===== src/rtl/multiword_add_ctrl.sv =====
// Sequencer that feeds a multi-word add through an external N-bit ripple-carry adder,
// one word at a time. It holds each word steady while the adder settles and chains the carry between words.
module multiword_add_ctrl #(
  parameter int N      = 8,
  parameter int SETTLE = 2
) (
  input  logic         clk,
  input  logic         rst_n,
  input  logic         in_valid,
  output logic         in_ready,
  input  logic [N-1:0] in_a,
  input  logic [N-1:0] in_b,
  input  logic         in_first,
  input  logic         in_last,
  output logic [N-1:0] add_a,
  output logic [N-1:0] add_b,
  output logic         add_cin,
  input  logic [N-1:0] add_sum,
  input  logic         add_cout,
  output logic         out_valid,
  input  logic         out_ready,
  output logic [N-1:0] out_sum,
  output logic         out_cout,
  output logic         out_last,
  output logic [7:0]   out_idx
);

  typedef enum logic [1:0] {S_IDLE, S_SETTLE, S_OUT} state_t;

  localparam logic [3:0] SETTLE_INIT = 4'(SETTLE - 1);

  state_t     state, state_nxt;
  logic [3:0] settle_cnt;
  logic       chain_carry;
  logic       chain_idle;
  logic       last_lat;
  logic [7:0] idx_lat;

  logic accept;
  logic capture;
  logic eff_first;

  assign accept    = (state == S_IDLE) && in_valid;
  assign capture   = (state == S_SETTLE) && (settle_cnt == 4'd0);
  assign eff_first = in_first | chain_idle;

  always_ff @(posedge clk or negedge rst_n) begin
    if (!rst_n) state <= S_IDLE;
    else        state <= state_nxt;
  end

  always_comb begin
    state_nxt = state;
    in_ready  = 1'b0;
    out_valid = 1'b0;
    case (state)
      S_IDLE: begin
        in_ready = 1'b1;
        if (in_valid) state_nxt = S_SETTLE;
      end
      S_SETTLE: begin
        if (settle_cnt == 4'd0) state_nxt = S_OUT;
      end
      S_OUT: begin
        out_valid = 1'b1;
        if (out_ready) state_nxt = S_IDLE;
      end
      default: state_nxt = S_IDLE;
    endcase
  end

  // Acceptance stage: operands are frozen on add_* until the capture edge
  always_ff @(posedge clk or negedge rst_n) begin
    if (!rst_n) begin
      add_a       <= '0;
      add_b       <= '0;
      add_cin     <= 1'b0;
      settle_cnt  <= 4'd0;
      idx_lat     <= 8'd0;
      last_lat    <= 1'b0;
      chain_idle  <= 1'b1;
      chain_carry <= 1'b0;
      out_sum     <= '0;
      out_cout    <= 1'b0;
      out_last    <= 1'b0;
      out_idx     <= 8'd0;
    end else if (accept) begin
      add_a      <= in_a;
      add_b      <= in_b;
      add_cin    <= eff_first ? 1'b0 : chain_carry;
      idx_lat    <= eff_first ? 8'd0 : idx_lat + 8'd1;
      last_lat   <= in_last;
      chain_idle <= in_last;
      settle_cnt <= SETTLE_INIT;
    end else if (capture) begin
      // Capture stage: adder has settled, take the result and carry
      out_sum     <= add_sum;
      out_cout    <= add_cout;
      chain_carry <= add_cout;
      out_last    <= last_lat;
      out_idx     <= idx_lat;
    end else if (state == S_SETTLE) begin
      settle_cnt <= settle_cnt - 4'd1;
    end
  end

endmodule


===== config.mk =====
export PLATFORM = sky130hd
export DESIGN_NAME = multiword_add_ctrl
export DESIGN_NICKNAME = d
export VERILOG_FILES = /design/src/rtl/multiword_add_ctrl.sv
export SDC_FILE = /design/constraint.sdc
export NUM_CORES = 1
export LEC_CHECK = 0
export ABC_AREA = 1
export BUFFER_PORTS_ARGS = -buffer_cell sky130_fd_sc_hd__clkbuf_2
export CORE_ASPECT_RATIO = 0.6
export CORE_MARGIN = 2
export CORE_UTILIZATION = 35
export CTS_BUF_LIST = sky130_fd_sc_hd__clkbuf_4
export DETAILED_ROUTE_END_ITERATION = 12
export GPL_TIMING_DRIVEN = 0
export PLACE_DENSITY = 0.59
export SKIP_CTS_REPAIR_TIMING = 1
export SLEW_MARGIN = 40
export SYNTH_ARGS = -nofsm -noshare
export SYNTH_HDL_FRONTEND = slang
export SYNTH_SLANG_ARGS = --single-unit
export TNS_END_PERCENT = 1

===== constraint.sdc =====
create_clock -name clk -period 1.5 [get_ports clk]
set_clock_uncertainty 0.2 [all_clocks]
set_input_delay 0.375 -clock clk [delete_from_list [all_inputs] [get_ports clk]]
set_output_delay 0.375 -clock clk [all_outputs]
set_load 0.02 [all_outputs]

==> reports/qor.yml, run 1 <==
outcome: "complete, but fails checks"
violations: "negative hold slack, negative setup slack"
fmax_ghz: 0.599
drive_above_1_share_pct: 37.8
hold_viol: 1
dpl.hpwl_microns: 3470
gp_congestion: 0.775
reg2reg_from: "state[1]$_DFFE_PN0P_"
critPathKind: "reg -> out"
min_to: "add_a[1]$_DFFE_PN0P_"
crit_path_end_kind: "output port"
first_pass_iters: 4
synth-edff-count: 0
cts.path.max_buffers: 2
yosysTopAreaCell: "dfrtp_1"
die_w_microns: 107
min_from: "in_a[1]"
drc: 0
crit_fanout: 3
rsz0062_at_grt: "true"
synth_seq_area_share_pct: 56.9
ios: 68
syn_area_per_cell_sq_um: 9.31
antenna_found_initial: 0
critPathArrivalTime_ns: 1.09
worst_ir_drop_vdd_v: 0.000712
r2r_slack_ns: 0
slew_violations: 0
clkTransAtPathRegs_ns: 0.15
synthCells: 241
coreArea_sq_um: 6170
holdWs_ns: -0.00753
grt_pass1_vias: 1762
min_period_ns: 1.67
layout.cells.non_filler: 415
path_cells: "nor2_4 -> buf_4"
total_power_w: 0.00579
wl_per_cell_microns: 11.8
ys_async_sr_fraction_pct: 100
cts_sinks: 51
rows: 22
synth_cell_types: 27
ys_seq_elements: 51
die_area_sq_um: 7090
grt_pass1_wl_microns: 8270
ff2ff_path_depth: 7
place_ws_ns: -0.0834
ys.flop_type: "dfrtp_1"
initial_utilization_pct: 36.4
synth_most_common_cell: "nand2_1"
ant_nets: 0
maxSlewHeadroom_pct: 53.6
drt_iter0_drc: 92
vias_per_cell: 4.37
reg2reg_to: "idx_lat[6]$_DFFE_PN0P_"
wl_microns: 4910
tritoncts: "yes"
synth_top_area_share_pct: 55.8
num-nets-final: 364
power_leakage_nw: 1.58
startpoint_type: "register"
synthesis.nets: 275
dp.cells: 392
holdCritPathClass: "in -> reg"
grt_max_degree: 52
synth_common_cells: "nand2_1, dfrtp_1, inv_1, o21ai_2, nor2_1"
n_antenna_cell: 0
root_buffer: "clkbuf_4"
power_density_nw_per_um2: 1950
slowest_stage: "dfrtp_2"
max_stage_delay_ns: 0.48
setup_violations: 15
finalWorstSetupSlack_ns: -0.170
max_cap_violations: 0
insertion_delay_ns: 0.36
synth.area.top_cells: "dfrtp_1, nand2_1, o21ai_2"
num_vias: 1812
cts_buffers: 5
path_buf_inv: 1
fill_cells: 620
critical_path.top_delay_family: "flip-flops"
yosysWarnings: 0
synthesis.area_sq_um: 2240
htree_levels: 2
port_buffers: 67
cp.required_ns: 0.92
min_path_cells: 3
worst_slew_pin_slew_ns: 0.695
grt.total_usage_pct: 14.9
fin_crit_sh_pct: 111
die_h_microns: 66.0
syn_to_final_growth_pct: 32.3
overflow: 0
-- kinds of logic (layout without fill, tap and decap cells) --
family,after synthesis,count (layout),share of synthesized area (%)
AND/OR/NAND/NOR,119,119,23.0
flip-flops,51,51,56.9
buffers and inverters,34,124,7.42
AO/OA/AOI/OAI,33,33,10.5
adder cells (fa/ha/maj),3,3,1.67
XOR/XNOR,1,1,0.390
-- state kept, by name, indices dropped and copies added (netlist names) --
signal	flops
add_cin	1
out_sum	8
add_b	8
out_idx	8
add_a	8
chain_carry	1
state	2
idx_lat	8
chain_idle	1
out_last	1
settle_cnt	4
last_lat	1
-- metal layers --
layer / global-route usage [%] / part of all wire [%] / wire (microns) / vias to the layer above
met5: 0 / 0 / 0 / -
met4: 3.85 / 0.63 / 31 / 0
met3: 4.43 / 7.5 / 369 / 4
met2: 21.5 / 40 / 1950 / 61
met1: 21.7 / 52 / 2570 / 821
li1: - / - / - / 926
-- final cells by class --
cell class              count  area (sq um)  share of cell area, %
clock buffers               8          60.1                   2.02
well taps                  84           105                   3.54
inverters                  27           106                   3.58
multi-input cells         156           828                   27.9
repair buffers             82           513                   17.3
flip-flops and latches     51          1280                   43.2
plain buffers               7          75.1                   2.53
-- through the flow --
stage | setup TNS [ns] | hold slack [ns] | util [%] | cell area (sq um)
after CTS | -2.12 | -0.123 | 44.5 | 2750
final | -0.482 | -0.00753 | 48.2 | 2970
after global routing | -3.85 | -0.00130 | 48.2 | 2970
after floorplan | 0 | -0.121 | - | 2240
after global placement | -12.46 | 0.258 | 43.5 | 2680
after detailed placement | -0.337 | 0.262 | 43.6 | 2690
-- where the power goes --
| part | total [W] | internal, W | switching, W |
|---|---|---|---|
| sequential | 0.00227 | 0.00192 | 0.000342 |
| clock | 0.000664 | 0.000242 | 0.000422 |
| combinational | 0.00286 | 0.00109 | 0.00177 |
| total | 0.00579 | 0.00325 | 0.00254 |
-- worst max path at each step --
stage	from	to	cells past startpoint
floorplan	state[0]$_DFFE_PN0P_	idx_lat[4]$_DFFE_PN0P_	4
global placement	rst_n	add_b[4]$_DFFE_PN0P_	1
detailed placement	settle_cnt[0]$_DFFE_PN0P_	settle_cnt[0]$_DFFE_PN0P_	7
CTS	state[0]$_DFFE_PN0P_	in_ready	2
global route	state[1]$_DFFE_PN0P_	in_ready	2
finish	state[1]$_DFFE_PN0P_	in_ready	2
-- worst register-to-register path: stages (launching register included) --
cell and delay, ns:
dfrtp_2 0.48, nor2_4 0.12, buf_4 0.15, nand3_1 0.13, nor2_2 0.15, nand2_1 0.07, nand2_1 0.05, nor2_1 0.05
-- placed cells by master, fill, tap and decap left out, drive strengths merged --
cell,instances
o21ai,27
buf,38
dfstp,1
xor2,1
nand4,1
nand2,91
inv,27
nor2,17
ha,3
o31ai,1
clkbuf,46
nand3,8
dlygate4sd3,13
nor3,1
a21oi,4
dfrtp,50
o22ai,1
nand3b,1
(Power assumes the default switching activity.)
==> inputs of run 2 (changes only) <==
--- a/config.mk
+++ b/config.mk
@@ -7,7 +7,7 @@
 export LEC_CHECK = 0
 export ABC_AREA = 1
 export BUFFER_PORTS_ARGS = -buffer_cell sky130_fd_sc_hd__clkbuf_2
-export CORE_ASPECT_RATIO = 0.6
+export CORE_ASPECT_RATIO = 1.5
 export CORE_MARGIN = 2
 export CORE_UTILIZATION = 35
 export CTS_BUF_LIST = sky130_fd_sc_hd__clkbuf_4
==> reports/qor.yml, run 2 (synthesis results as in run 1) <==
setup_violations: 6
power_leakage_nw: 1.55
antenna_found_initial: 0
die_area_sq_um: 7080
worst_ir_drop_vdd_v: 0.000791
insertion_delay_ns: 0.35
postLayoutCellArea_sq_um: 2890
cts.path.max_buffers: 2
dpl.hpwl_microns: 3370
critPathArrivalTime_ns: 1.09
critPathKind: "reg -> out"
slew_violations: 0
die_w_microns: 69.4
crit_fanout: 4
crit_path_end_kind: "output port"
startpoint_type: "register"
holdCritPathClass: "in -> reg"
total_power_w: 0.00566
worst_slew_pin_slew_ns: 0.688
die_h_microns: 102
grt.total_usage_pct: 13.9
dpl_cell_area_sq_um: 2670
port_buffers: 67
max_cap_violations: 0
initial_utilization_pct: 36.3
wl_microns: 4670
clkTransAtPathRegs_ns: 0.14
num_vias: 1797
maxSlewHeadroom_pct: 54.1
rows: 35
hold_viol: 0
power_density_nw_per_um2: 1960
ios: 68
ant_nets: 0
fin_crit_sh_pct: 111
n_antenna_cell: 0
drive_above_1_share_pct: 36.5
overflow: 0
coreArea_sq_um: 6170
cts_buffers: 5
finalWorstSetupSlack_ns: -0.162
grt_pass1_wl_microns: 7890
syn_to_final_growth_pct: 28.7
root_buffer: "clkbuf_4"
layout_common_cells: "nand2_1, dfrtp_1, clkbuf_2, inv_1, buf_2"
ff2ff_path_depth: 7
violations: "negative setup slack"
drt_iter0_drc: 53
min_path_cells: 3
first_pass_iters: 4
cts_sinks: 51
gp_congestion: 0.731
drc: 0
fill_cells: 620
num-nets-final: 359
wl_per_cell_microns: 11.7
rsz0062_at_grt: "true"
tritoncts: "yes"
min_period_ns: 1.66
final_common_cell: "nand2_1"
grt_max_degree: 52
fmax_ghz: 0.602
vias_per_cell: 4.49
htree_levels: 2
outcome: "complete, but fails checks"
cp.required_ns: 0.92
grt_pass1_vias: 1724
[run 2: changes by cell type in the layout (fill, tap and decap cells not counted), moves of 2 or more]
cell	before	now
dlygate4sd3_1	13	9
buf_2	23	19
clkbuf_2	37	43
nor2_2	5	3
buf_6	10	7
nor2_1	10	12
clkbuf_4	9	7
clkinv_1	0	2
[run 2: metal layers]
layer / global-route usage (%) / routed length, microns
met2: 24.1 / 2460
met4: 6.33 / 85
met3: 3.45 / 227
met1: 16.3 / 1900
met5: 0 / 0
[run 2: power breakdown]
group | leakage (nW) | switching, W | internal (W)
Combinational | 0.871 | 0.00175 | 0.00105
Clock | 0.0307 | 0.000408 | 0.000193
Sequential | 0.651 | 0.000337 | 0.00192
Total | 1.55 | 0.00250 | 0.00317
[run 2: cell type report]
class                           instances  area, sq um  area share (%)
Sequential cell                        51         1280            44.3
Multi-Input combinational cell        156          823            28.5
Timing Repair Buffer                   77          457            15.8
Inverter                               27          106            3.68
Tap cell                               74         92.6            3.21
Buffer                                  7         75.1            2.60
Clock buffer                            6         45.0            1.56
Clock inverter                          2         7.51           0.260
[run 2: path summary, 6_finish.rpt]
path                                        start                endpoint  slack (ns)
max                          state[0]$_DFFE_PN0P_               out_valid       -0.16
min                                       in_a[1]    add_a[1]$_DFFE_PN0P_       0.001
max reg2reg                  state[1]$_DFFE_PN0P_  idx_lat[6]$_DFFE_PN0P_       -0.03
min reg2reg                chain_idle$_DFFE_PN1P_  chain_idle$_DFFE_PN1P_        0.29
max in group asynchronous                   rst_n    state[0]$_DFFE_PN0P_        0.21
min in group asynchronous                   rst_n    add_b[2]$_DFFE_PN0P_        0.41
[run 2: critical path, cell delays in order (launching register included)]
cell and delay [ns]:
dfrtp_2 0.47, nor2_1 0.12, buf_4 0.15
[run 2: through the flow]
step / TNS (ns) / cells / utilization [%] / hold WS (ns) / setup WS, ns
3_5_place_dp: -0.391 / 382 / 43.3 / 0.266 / -0.105
2_1_floorplan: 0 / 241 / - / -0.121 / 0.0783
5_1_grt: -2.68 / 400 / 46.7 / 0.00247 / -0.217
4_1_cts: -1.58 / 390 / 44.2 / -0.114 / -0.317
3_3_place_gp: -13.52 / 382 / 43.3 / 0.260 / -0.269
6_report: -0.401 / 400 / 46.7 / 0.00127 / -0.162
